File: src/rtl/ysyx_24100006_if_id_buf.sv
// IF/ID decoupling buffer between the IFU and the IDU. It is a 1-entry pipeline register by default.
// Define YSYX_24100006_IFID_SKID_EN to build a 2-entry skid buffer that has no ready path from the IDU to the IFU.
module ysyx_24100006_if_id_buf #(
    parameter logic [31:0] NOP_INST = 32'h00000013
) (
    input  logic        clk,
    input  logic        reset,
    input  logic        in_valid,
    output logic        in_ready,
    input  logic [31:0] instruction_F,
    input  logic [31:0] pc_F,
    input  logic        flush,
    output logic        id_out_valid,
    input  logic        id_out_ready,
    output logic [31:0] instruction,
    output logic [31:0] pc_D
);

    // Handshake: a transfer happens on a rising edge where valid and ready are both high.
    // Valid never depends on ready. Once raised, valid and the payload hold until that transfer or a flush.
    logic [1:0]  count;
    logic        wr_ptr;
    logic        rd_ptr;
    logic [31:0] inst_q [2];
    logic [31:0] pc_q   [2];
    logic        has_data;
    logic        push;
    logic        pop;

    assign has_data     = (count != 2'd0);
    assign id_out_valid = has_data & ~flush;

`ifdef YSYX_24100006_IFID_SKID_EN
    // count never exceeds 2, so bit 1 alone means full.
    assign in_ready = ~count[1];
`else
    assign in_ready = ~has_data | id_out_ready;
`endif

    assign push = in_valid & in_ready & ~flush;
    assign pop  = id_out_valid & id_out_ready;

    always_ff @(posedge clk or negedge reset) begin
        if (!reset) begin
            count <= 2'd0;
        end else if (flush) begin
            count <= 2'd0;
        end else begin
            case ({push, pop})
                2'b10:   count <= count + 2'd1;
                2'b01:   count <= count - 2'd1;
                default: count <= count;
            endcase
        end
    end

`ifdef YSYX_24100006_IFID_SKID_EN
    always_ff @(posedge clk or negedge reset) begin
        if (!reset) begin
            wr_ptr <= 1'b0;
            rd_ptr <= 1'b0;
        end else if (flush) begin
            wr_ptr <= 1'b0;
            rd_ptr <= 1'b0;
        end else begin
            if (push) wr_ptr <= ~wr_ptr;
            if (pop)  rd_ptr <= ~rd_ptr;
        end
    end
`else
    // Single slot: both pointers stay on entry 0.
    always_ff @(posedge clk or negedge reset) begin
        if (!reset) begin
            wr_ptr <= 1'b0;
            rd_ptr <= 1'b0;
        end else begin
            wr_ptr <= 1'b0;
            rd_ptr <= 1'b0;
        end
    end
`endif

    always_ff @(posedge clk or negedge reset) begin
        if (!reset) begin
            for (int i = 0; i < 2; i++) begin
                inst_q[i] <= 32'h0;
                pc_q[i]   <= 32'h0;
            end
        end else if (push) begin
            inst_q[wr_ptr] <= instruction_F;
            pc_q[wr_ptr]   <= pc_F;
        end
    end

    always_comb begin
        instruction = NOP_INST;
        pc_D        = 32'h0;
        if (has_data) begin
            instruction = inst_q[rd_ptr];
            pc_D        = pc_q[rd_ptr];
        end
    end

endmodule

File: config.mk
export PLATFORM = sky130hd
export DESIGN_NAME = ysyx_24100006_if_id_buf
export DESIGN_NICKNAME = d
export VERILOG_FILES = /design/src/rtl/ysyx_24100006_if_id_buf.sv
export SDC_FILE = /design/constraint.sdc
export NUM_CORES = 1
export LEC_CHECK = 0
export BUFFER_PORTS_ARGS = -buffer_cell sky130_fd_sc_hd__buf_2
export CORE_ASPECT_RATIO = 0.8
export CORE_MARGIN = 8
export CORE_UTILIZATION = 50
export CTS_BUF_LIST = sky130_fd_sc_hd__clkbuf_4 sky130_fd_sc_hd__clkbuf_8
export CTS_CLUSTER_SIZE = 25
export DETAILED_ROUTE_END_ITERATION = 10
export GPL_TIMING_DRIVEN = 1
export PLACE_DENSITY = 0.79
export SETUP_SLACK_MARGIN = 0.05
export SYNTH_ARGS = -nofsm -noshare
export SYNTH_HDL_FRONTEND = slang
export SYNTH_SLANG_ARGS = --single-unit
File: constraint.sdc
create_clock -name clk -period 2.32 [get_ports clk]
set_clock_uncertainty 0.15 [all_clocks]
set_input_delay 0.464 -clock clk [delete_from_list [all_inputs] [get_ports clk]]
set_output_delay 0.464 -clock clk [all_outputs]
set_load 0.005 [all_outputs]
==> metrics <==
Global Route Usage Sum 0.159; HP Start flush; CP max-delay cell dfrtp_1; DRC 0; first-pass GRT wire length 11,600 um; IO Port Bufs 134; WL/cell 16.3 um; Avg Vias per Cell 4.73; CTS tree done; CP Data Arrival Time 1460 ps; post-route ant nets 0; Worst R2R Start count[1]; cts bufs inserted 9; Die H 87.8 um; pre-CTS WS 549 ps; Iter 0 DRT Violations 45; DRT Wirelength 7270 um; DRT Pass-1 Iters 6; #FFs+latches synth 66; sequential power share 0.468; largest net degree at the start of global routing 67; cells after synthesis 220; H-tree depth 3; I/O pins 135; clk buf depth 2; vias post-DR 2,110; DPL Wire Length 5200 um; Tmin final 2080 ps; Worst-Skew Late Latency 330 ps; Sink Count 66; CP startpoint kind register; Worst path max stage delay 440 ps; max_slew headroom 0.759; initial core utilization 0.511; NetSw 743 uW; R2R Setup Slk 560 ps; Mapped Area 3220 um^2; Peak VDD IR 401 uV; PD cells 746 nW/um^2; Ys Warns 0; WS Path Type reg2out; setup TNS 0 ps; total power 3.09 mW; Nets 426; Critical path origin count[1]; Die Wd 106 um; Sw Ratio 0.240; initial antenna violation count 0; post-synthesis sequential area ratio 0.512; Critical Path End Type output port; Final Cycle Share 0.895; P&R area growth vs syn 28.6%; Die Area 9290 um^2; RSZ-0062 raised after global routing no; Net Count, Synth 289; Worst Max-Slew Pin Slew 362 ps; Clock Tree Root clkbuf_8; FP Rows 26; Core Region 6310 um^2; final worst slack 243 ps; max cap viols 0; Post-CTS Setup Inserts 0; Final Hold Vio Count 0; library cells used by synthesis 17; status completed; crit-path max FO 44; crit path cell chain nor2_4 -> buf_12 -> or2_2 -> buf_2; Pleak 2.13 nW; Pint 2.35 mW; syn_area_per_cell 14.7 um^2; hold slack 173 ps; Worst-path clk slew 70 ps; setup violators final 0; Max Transition Viols Final 0; layout cell share with drive strength beyond 1 0.619; Logic pwr share 0.220; # diodes 0; Fmax 0.481 GHz; clock share of power 0.312; Placer Congestion 0.733; vias in the first global route 2,353; Overflow after GRT 0; Tightest Hold Check Type in2reg; Worst EP required 1710 ps
-- worst max-delay path, delay by kind of cell (launching register included) --
| kind | cells | cell delay [ps] |
|---|---|---|
| buffers and inverters | 2 | 300 |
| DFF | 1 | 440 |
| and+or+nand+nor | 2 | 370 |
-- through the flow --
stage                      util  area [um^2]  cells
after global routing      0.657         4140    446
after CTS                 0.657         4140    446
after global placement    0.623         3930    429
after floorplan               -         3220    220
final                     0.657         4140    446
after detailed placement  0.623         3930    429
-- logic make-up (layout without fill, tap and decap cells) --
logic type	after synthesis	count (layout)	synth area share
and+or+nand+nor	70	70	0.134
DFF	66	66	0.512
buffers and inverters	16	158	0.0516
muxes	64	64	0.293
AOI/OAI and AO/OA	4	4	0.00815
-- power by group through the flow --
stage	combinational (mW)	sequential [mW]	clock [mW]
global placement	0.673	1.45	0
global route	0.740	1.47	1.06
CTS	0.693	1.45	1.00
detailed placement	0.689	1.46	0
floorplan	0.477	1.43	0
finish	0.679	1.45	0.965
-- state kept, by name, indices dropped and copies added (netlist names) --
signal,flops
count,2
inst_q,32
pc_q,32
-- cell type report --
class,instances,area [um^2]
fill,501,2170
sequential,66,1650
multi-input combinational,138,1420
timing repair buffer,140,756
clock buffer,11,151
tap,84,105
clock inverter,5,52.6
inverter,2,7.51
-- layout by cell type (no fill, tap or decap), drive strengths merged --
| cell type | count |
|---|---|
| nand2 | 1 |
| mux2 | 64 |
| nor3b | 2 |
| clkinv | 3 |
| a31oi | 1 |
| nor2b | 61 |
| clkbuf | 11 |
| bufinv | 1 |
| nand2b | 1 |
| clkinvlp | 1 |
| nor2 | 2 |
| o21ai | 2 |
| dlygate4sd3 | 1 |
| or2 | 3 |
| dfrtp | 66 |
| inv | 2 |
| buf | 139 |
| o211a | 1 |
-- Yosys cell counts (all sizes together) --
cell type | count | share of area
nor3b | 2 | 0.0047
mux2 | 64 | 0.29
or2 | 3 | 0.0058
inv | 2 | 0.0023
o21ai | 2 | 0.0031
nand2b | 1 | 0.0019
o211a | 1 | 0.0031
a31oi | 1 | 0.0019
nand2 | 1 | 0.0012
clkbuf | 6 | 0.0070
nor2b | 61 | 0.12
buf | 8 | 0.042
nor2 | 2 | 0.0023
dfrtp | 66 | 0.51
-- final timing paths --
| check | cells after the start | to |
|---|---|---|
| min in group asynchronous | 3 | pc_q[48] |
| max | 4 | instruction[4] |
| min reg2reg | 1 | inst_q[60] |
| max in group asynchronous | 3 | inst_q[60] |
| min | 2 | count[0] |
| max reg2reg | 4 | pc_q[33] |
-- routing by layer --
metal  part of all wire  global-route usage  wire (um)  vias to the layer above
li1                   -                   -          -                      999
met1               0.44               0.186       3180                     1008
met2               0.43               0.232       3140                       97
met3               0.12               0.107        887                        6
met4             0.0076              0.0446         55                        0
met5                  0                   0          0                        -
-- timing repair --
item	4_1_cts	5_1_grt
hold endpoints to repair	46	0
gates resized for setup	0	0
hold buffers	1	0
(Power assumes the default switching activity.)
